[src/rtl/insn_fetch.sv]
// insn_fetch: instruction fetch stage feeding the execute stage.
//
// Owns the program counter, issues reads to a synchronous instruction memory
// (1-cycle read latency), buffers returned instructions together with their PC
// in a small circular FIFO and presents the head downstream on valid/ready.
// A taken-branch redirect flushes the FIFO, drops any in-flight return and
// restarts fetch at the redirect target.
//
// Ports:
//   clk            clock, rising edge
//   rst_n          asynchronous active-low reset
//   o_imem_en      instruction memory read enable
//   o_imem_addr    read address (current fetch PC)
//   i_imem_data    read data, valid the cycle after o_imem_en
//   o_valid        FIFO head holds an instruction
//   o_insn         head instruction (0 when !o_valid)
//   o_pc           PC of head instruction (0 when !o_valid)
//   i_ready        downstream accepts head this cycle
//   i_redirect     taken branch: flush and refetch
//   i_redirect_pc  new fetch target
module insn_fetch #(
    parameter int unsigned     INSN     = 19,
    parameter int unsigned     IADDR    = 10,
    parameter int unsigned     DEPTH    = 2,
    parameter logic [IADDR:0]  RESET_PC = '0
) (
    input  logic             clk,
    input  logic             rst_n,
    output logic             o_imem_en,
    output logic [IADDR:0]   o_imem_addr,
    input  logic [INSN:0]    i_imem_data,
    output logic             o_valid,
    output logic [INSN:0]    o_insn,
    output logic [IADDR:0]   o_pc,
    input  logic             i_ready,
    input  logic             i_redirect,
    input  logic [IADDR:0]   i_redirect_pc
);

    localparam int unsigned PW = (DEPTH > 1) ? $clog2(DEPTH) : 1;
    localparam int unsigned CW = $clog2(DEPTH + 1);
    localparam logic [CW:0] DepthW = (CW + 1)'(DEPTH);

    // Architectural state
    logic [IADDR:0] fetch_pc_q, fetch_pc_d;
    logic           inflight_q, inflight_d;
    logic [IADDR:0] inflight_pc_q, inflight_pc_d;
    logic [PW-1:0]  rd_ptr_q, rd_ptr_d;
    logic [PW-1:0]  wr_ptr_q, wr_ptr_d;
    logic [CW-1:0]  count_q, count_d;

    // FIFO storage; contents are only observed through count, so no reset
    logic [INSN:0]  mem_insn [DEPTH];
    logic [IADDR:0] mem_pc   [DEPTH];

    logic           pop_raw;
    logic           pop;
    logic           push;
    logic [CW:0]    occupancy;
    logic           issue;

    assign o_valid = (count_q != '0);
    assign pop_raw = o_valid & i_ready;
    // A redirect voids the pop and drops the return: the flush wins.
    assign pop     = pop_raw & ~i_redirect;
    assign push    = inflight_q & ~i_redirect;

    // Slots committed after this cycle; one spare bit so the sum never wraps.
    assign occupancy = {1'b0, count_q} + {{CW{1'b0}}, inflight_q} - {{CW{1'b0}}, pop_raw};

    // rst_n gates issue so the enable drops the instant reset asserts.
    assign issue       = rst_n & ~i_redirect & (occupancy < DepthW);
    assign o_imem_en   = issue;
    assign o_imem_addr = fetch_pc_q;

    assign o_insn = o_valid ? mem_insn[rd_ptr_q] : '0;
    assign o_pc   = o_valid ? mem_pc[rd_ptr_q]   : '0;

    // Next-state logic
    always_comb begin
        fetch_pc_d    = fetch_pc_q;
        inflight_d    = 1'b0;
        inflight_pc_d = inflight_pc_q;
        rd_ptr_d      = rd_ptr_q;
        wr_ptr_d      = wr_ptr_q;
        count_d       = count_q;

        if (i_redirect) begin
            fetch_pc_d = i_redirect_pc;
            rd_ptr_d   = '0;
            wr_ptr_d   = '0;
            count_d    = '0;
        end else begin
            if (issue) begin
                inflight_d    = 1'b1;
                inflight_pc_d = fetch_pc_q;
                fetch_pc_d    = fetch_pc_q + 1'b1;  // wraps modulo 2^(IADDR+1)
            end
            if (push) begin
                wr_ptr_d = wr_ptr_q + 1'b1;         // DEPTH is a power of two
            end
            if (pop) begin
                rd_ptr_d = rd_ptr_q + 1'b1;
            end
            count_d = count_q + CW'(push) - CW'(pop);
        end
    end

    always_ff @(posedge clk or negedge rst_n) begin
        if (!rst_n) begin
            fetch_pc_q    <= RESET_PC;
            inflight_q    <= 1'b0;
            inflight_pc_q <= '0;
            rd_ptr_q      <= '0;
            wr_ptr_q      <= '0;
            count_q       <= '0;
        end else begin
            fetch_pc_q    <= fetch_pc_d;
            inflight_q    <= inflight_d;
            inflight_pc_q <= inflight_pc_d;
            rd_ptr_q      <= rd_ptr_d;
            wr_ptr_q      <= wr_ptr_d;
            count_q       <= count_d;
        end
    end

    always_ff @(posedge clk) begin
        if (push) begin
            mem_insn[wr_ptr_q] <= i_imem_data;
            mem_pc[wr_ptr_q]   <= inflight_pc_q;
        end
    end

endmodule

[config.mk]
export PLATFORM = sky130hd
export DESIGN_NAME = insn_fetch
export DESIGN_NICKNAME = d
export VERILOG_FILES = /design/src/rtl/insn_fetch.sv
export SDC_FILE = /design/constraint.sdc
export NUM_CORES = 1
export LEC_CHECK = 0
export CAP_MARGIN = 5
export CORE_MARGIN = 3
export CORE_UTILIZATION = 30
export CTS_BUF_LIST = sky130_fd_sc_hd__clkbuf_8
export CTS_CLUSTER_DIAMETER = 40
export DETAILED_ROUTE_END_ITERATION = 6
export GPL_TIMING_DRIVEN = 0
export RECOVER_POWER = 50
export SLEW_MARGIN = 10
export SYNTH_ARGS = -nofsm -noshare
export SYNTH_HDL_FRONTEND = slang
export SYNTH_SLANG_ARGS = --single-unit
[constraint.sdc]
create_clock -name clk -period 2.63 [get_ports clk]
set_input_delay 0.526 -clock clk [delete_from_list [all_inputs] [get_ports clk]]
set_output_delay 0.526 -clock clk [all_outputs]
set_load 0.05 [all_outputs]
==> impl_results.md, run 1 <==
* Status: finished with violations
* Failing checks: negative setup slack
* Register area at 0.00254 mm²
* Max Cap Violations at 0
* Pre-CTS WS at -1390 ps
* Final Power at 0.00398 W
* Synth warnings at 0
* WS Path Type: input port to primary output
* CTS tree: yes
* Met1 usage at 14.9%
* CP Launch Type: input port
* Total CTS buffers at 9
* R2R depth at 8
* Vias in the first global route at 2,499
* Post-Layout Cell Count at 516
* Crit-path cells: clkdlybuf4s15_1 > and3b_2 > buf_4 > fa_2 > nand2_2 > or3_4 > inv_8 > buf_12
* RSZ-0062 raised after global routing: true
* Critical path required time at 2100 ps
* Synthesized cell area at 0.00367 mm²
* Clock period minus worst slack at 2820 ps
* R2r setup slk at 100 ps
* Most frequent cells in the layout: edfxtp_1 (62), nor2_1 (39), nand2_1 (36), mux2i_1 (35), dfrtp_1 (26)
* Placed Area at 0.00468 mm²
* Routed Antenna Nets at 0
* Vias post-DR at 2,379
* Cell count along the critical path at 8
* Met3 usage at 2.75%
* CTS Root Cell: clkbuf_8
* Worst Skew at 9.65 ps
* RR Endpoint: o_imem_addr[4]$_DFFE_PN0P_
* P_leak at 1.92 nW
* Total Wirelength at 7780 µm
* Worst path slowest cell: fa_2
* Post-DP HPWL at 5280 µm
* Number of distinct library cells after synthesis at 36
* Maximum VDD drop at 0.000319 V
* Worst path top cell family by delay: simple AND/OR/NAND/NOR gates
* DR pass1 iterations at 4
* Die width at 117 µm
* Bufs and invs on worst path at 4
* Die height at 117 µm
* Crit-path max FO at 3
* RR Startpoint: count_q[1]$_DFF_PN0_
* Largest net degree at the start of global routing at 32
* Final Hold Fails at 0
* Syn Nets at 312
* CTS sink cnt at 89
* Site Rows at 39
* Via density at 4.61
* Yosys reg bits at 89
* Post-synth EDFFs at 62
* Final setup vio count at 23
* Worst hold path class: input port to asynchronous set/reset pin
* IO Pins at 79
* Post-Layout Inst Area at 0.00487 mm²
* Global route hottest layer: met2
* Period utilization at 107%
* Clock-pin slew on the worst setup and hold paths at 90 ps
* Area of the core at 0.0117 mm²
* DIE AREA at 0.0136 mm²
* Primary FF master, synth: edfxtp_1
* Most common cell after layout, fill and taps aside: edfxtp_1
* Synthesized instance count at 273
* GPL Wtd Cong at 0.785
* Setup TNS at -388 ps
* Pwr dens at 818 mW/mm²
* Max clock buf depth at 2
* Syn avg cell area at 13.4 µm²
* # diodes at 0
* Residual DRC at 0
* Worst-skew pair later-pin latency at 350 ps
* Final WS setup at -189 ps
* Starting density of the core at 31.5%
* Number of fill cells at 1,116
* Global-route wire length before repair at 12,400 µm
* CP arrival at 2290 ps
* Area added between synthesis and finish at 32.6%
* Congestion Overflow GR at 0
* Initial antenna violation count at 0
* M2 GR Usage at 19.8%
* Post-DR wirelength/cell at 15.1 µm
* Inst Count DP at 495
* Least-Margin Pin Slew at 898 ps
* Synth async-reset ratio at 30.3%
* Slew margin rel. at 39.9%
* Slew Limit Fails at 0
* Iter 0 DRT Violations at 83
* Layout cells sized above 1 at 17.4%
* GRT Total Usage at 12.0%
* Multi-input gate area at 0.00107 mm²
* Sequential element share of the synthesized area at 69.2%
* PortBufs at 78
* Peak per-stage delay on the critical path at 520 ps
* Fmax at 355 MHz
* Crit path capture type: primary output
* Layout Nets at 407
* CTS H-Tree Depth at 3
registers in the layout, indices dropped and copies added (netlist names):
signal and cells:
mem_insn 40, mem_pc 22, inflight_pc_q 11, o_imem_addr 11, count_q 2, inflight_q 1
rd_ptr_q 1, wr_ptr_q 1
cells in the mapped netlist, types with 3 or more instances:
master / count / share of area [%]
nand3_1: 4 / 0.55
mux2i_1: 35 / 9.5
o21ai_0: 11 / 1.5
o311ai_0: 4 / 0.95
xor2_1: 3 / 0.72
edfxtp_1: 62 / 51
xnor2_1: 3 / 0.72
clkbuf_1: 6 / 0.61
nand2_1: 37 / 3.8
ha_1: 3 / 1.0
inv_1: 7 / 0.72
nor4_1: 3 / 0.51
dfrtp_1: 27 / 18
buf_2: 3 / 0.41
nor2_1: 40 / 4.1
layer usage:
metal / wire length [µm] / part of all wire [%]
met1: 3680 / 47
met2: 3550 / 46
met3: 434 / 5.6
met4: 112 / 1.4
met5: 0 / 0
power by group:
group	total (W)	internal, W	leakage [nW]	switching (W)
combinational	0.00117	0.000380	0.901	0.000789
sequential	0.00182	0.00171	0.902	0.000113
clock	0.000989	0.000527	0.112	0.000462
total	0.00398	0.00262	1.92	0.00136
worst max-delay path by stage:
stage	from	endpoint	slack [ps]
2_1_floorplan	i_ready	o_imem_en	20
3_3_place_gp	rst_n	o_imem_en	-1640
3_5_place_dp	i_ready	o_imem_en	-1390
4_1_cts	count_q[0]$_DFF_PN0_	o_imem_en	-300
5_1_grt	count_q[1]$_DFF_PN0_	o_imem_en	-260
6_report	i_ready	o_imem_en	-190
cell families after synthesis:
group,count (synthesis),share of synthesized area (%)
muxes,36,9.86
AOI/OAI and AO/OA,23,4.37
and+or+nand+nor,94,10.9
DFF,89,69.2
buffers and inverters,21,2.66
adders and majority gates,4,1.57
xor gates and xnor gates,6,1.43
stage by stage:
step | util (%) | hold slack (ps)
6_report | 41.7 | 188
5_1_grt | 41.7 | 228
4_1_cts | 42.4 | 193
3_5_place_dp | 40.1 | 461
3_3_place_gp | 39.8 | 452
2_1_floorplan | - | 230
what timing repair did:
action,in CTS,in global routing
resized for setup,73,29
pin swaps,3,2
buffers inserted,7,0
setup endpoints to repair,45,32
gates cloned,0,0
hold buffers,0,0
area by class of cell:
type / instances / share of cell area (%)
plain buffers: 11 / 1.34
clock buffers: 9 / 2.55
clock inverters: 7 / 1.77
inverters: 8 / 0.771
multi-input cells: 163 / 21.9
flip-flops and latches: 89 / 52.2
well taps: 143 / 3.68
repair buffers: 86 / 15.8
(Power assumes the default switching activity.)
==> run 2, diff against run 1 <==
Settings changed: SLEW_MARGIN 10 to 25.
==> run 2 against run 1 <==
The flow still finishes with violations (negative setup slack). Power rose by 0.18%. Clock skew down 1.6 ps. Sequential power barely moved. Count of clock-buffer cells in the layout unchanged. Die area did not move. Via count shrank 0.55%. Combinational power about the same.
==> impl_results.md, run 2 (synthesis results as in run 1) <==
* Top flop regs: mem_insn x40, mem_pc x22
* Clock period minus worst slack at 2820 ps (-2.66 ps)
* Status: finished with violations
* Max Cap Violations at 0 (unchanged)
* Top reg by flops: mem_insn
* Total Wirelength at 7700 µm (-0.94%)
* Site Rows at 39 (unchanged)
* Post-Layout Cell Count at 516 (unchanged)
* CP Launch Type: input port
* Most frequent cells in the layout: edfxtp_1 (62), nor2_1 (39), nand2_1 (36), mux2i_1 (35), dfrtp_1 (26)
* CTS H-Tree Depth at 3 (unchanged)
* P_leak at 1.90 nW (-0.82%)
* Fmax at 355 MHz (about the same)
* Initial antenna violation count at 0 (unchanged)
* R2R depth at 9 (+1)
* Final Hold Fails at 0 (unchanged)
* Starting density of the core at 31.5% (unchanged)
* Die width at 117 µm (unchanged)
* Failing checks: negative setup slack
* RR Endpoint: o_imem_addr[8]$_DFFE_PN0P_
* Worst hold path class: input port to asynchronous set/reset pin
* CP arrival at 2290 ps (about the same)
* Vias post-DR at 2,366 (-0.55%)
* Global-route wire length before repair at 12,300 µm (-0.78%)
* Residual DRC at 0 (unchanged)
* DIE AREA at 0.0136 mm² (unchanged)
* Clock-pin slew on the worst setup and hold paths at 90 ps (about the same)
* R2r setup slk at 160 ps (+60 ps)
* Slew margin rel. at 27.5% (-12 points)
* PortBufs at 78 (unchanged)
* Crit path capture type: primary output
* Worst-skew pair later-pin latency at 350 ps (about the same)
* Layout Nets at 407 (unchanged)
* Crit-path max FO at 3 (unchanged)
* CTS sink cnt at 89 (unchanged)
* Final WS setup at -186 ps (+2.66 ps)
* Final setup vio count at 1 (-96%)
* Via density at 4.59 (-0.55%)
* RSZ-0062 raised after global routing: true
* Area of the core at 0.0117 mm² (unchanged)
* Largest register FFs at 40 (unchanged)
* Max clock buf depth at 2 (unchanged)
* Layout cells sized above 1 at 18.0% (+0.54 points)
* IO Pins at 79 (unchanged)
* GPL Wtd Cong at 0.785 (unchanged)
* Least-Margin Pin Slew at 1080 ps (+186 ps)
* Post-DP HPWL at 5340 µm (+1.0%)
* Worst Hold Slack at 192 ps (+3.63 ps)
* Period utilization at 107% (about the same)
* Total CTS buffers at 9 (unchanged)
* Inst Count DP at 496 (+0.20%)
* Most common cell after layout, fill and taps aside: edfxtp_1
* Maximum VDD drop at 0.000287 V (-10%)
* CTS Root Cell: clkbuf_8
* Area added between synthesis and finish at 34.2%
* Critical path required time at 2100 ps (about the same)
* CTS tree: yes
* Slew Limit Fails at 0 (unchanged)
* Worst Skew at 8.08 ps (-1.57 ps)
* Vias in the first global route at 2,455 (-1.8%)
* GRT Total Usage at 11.9% (-0.035 points)
* Iter 0 DRT Violations at 71 (-14%)
* Pwr dens at 809 mW/mm² (-1.0%)
* DR pass1 iterations at 4 (unchanged)
* Die height at 117 µm (unchanged)
* # diodes at 0 (unchanged)
* Largest net degree at the start of global routing at 29 (-9.4%)
* WS Path Type: input port to primary output
* RR Startpoint: count_q[1]$_DFF_PN0_
* Post-DR wirelength/cell at 14.9 µm (-0.94%)
* Congestion Overflow GR at 0 (unchanged)
* Routed Antenna Nets at 0 (unchanged)
## run 2: cell count changes in the layout (fill, tap and decap cells not counted)
cell             change
dlygate4sd2_1        -8
clkdlybuf4s15_2      +6
clkdlybuf4s15_1      +4
buf_16               +2
and3b_1              +1
and3b_2              -1
buf_2                -1
buf_4                -1
clkbuf_2             -1
clkbuf_4             -1
xor2_1               +1
xor2_2               -1
## run 2: area by class of cell
cell class	count	area, µm²
flip-flops and latches	89	2540
fillers	1110	6740
clock buffers	9	124
inverters	8	37.5
well taps	143	179
repair buffers	86	837
plain buffers	11	65.1
multi-input cells	163	1060
clock inverters	7	86.3
## run 2: power by group
group | switching (W) | internal (W)
registers | 0.000113 | 0.00171
clock network | 0.000460 | 0.000527
logic | 0.000785 | 0.000395
total | 0.00136 | 0.00263
## run 2: critical path, stage by stage
cell	delay [ps]
clkdlybuf4s15_1	210
and3b_1	220
buf_4	140
fa_2	530
nand2_2	60
or3_4	400
inv_8	70
buf_12	120
## run 2: per-layer routing
metal  track usage (%)  vias to the layer above  share of wire (%)
met5                 0                        -                  0
met1              15.5                     1111                 47
met3              2.49                       11                6.1
met2              19.1                       76                 46
li1                  -                     1168                  -
met4              5.50                        0                1.8
## run 2: how the worst max path moves through the flow
stage / startpoint / to
floorplan: i_ready / o_imem_en
global placement: rst_n / o_imem_en
detailed placement: i_ready / o_imem_en
CTS: count_q[0]$_DFF_PN0_ / o_imem_en
global route: count_q[0]$_DFF_PN0_ / o_imem_en
finish: i_ready / o_imem_en
## run 2: through the flow
step                area (µm²)  TNS [ps]  setup WS, ps  total power [W]  util [%]
floorplan                 3690         0          20.8          0.00263         -
global placement          4650    -63710         -1640          0.00304      39.8
detailed placement        4700    -15160         -1410          0.00307      40.3
CTS                       4990      -314          -314          0.00408      42.8
global route              4920      -257          -257          0.00421      42.2
finish                    4920      -186          -186          0.00399      42.2
## run 2: what timing repair did
item	4_1_cts	5_1_grt
gates resized for setup	91	20
endpoints found under the hold margin	0	0
pin swaps	4	2
hold buffers	0	0
endpoints found under the setup margin	45	31
setup buffers	6	0
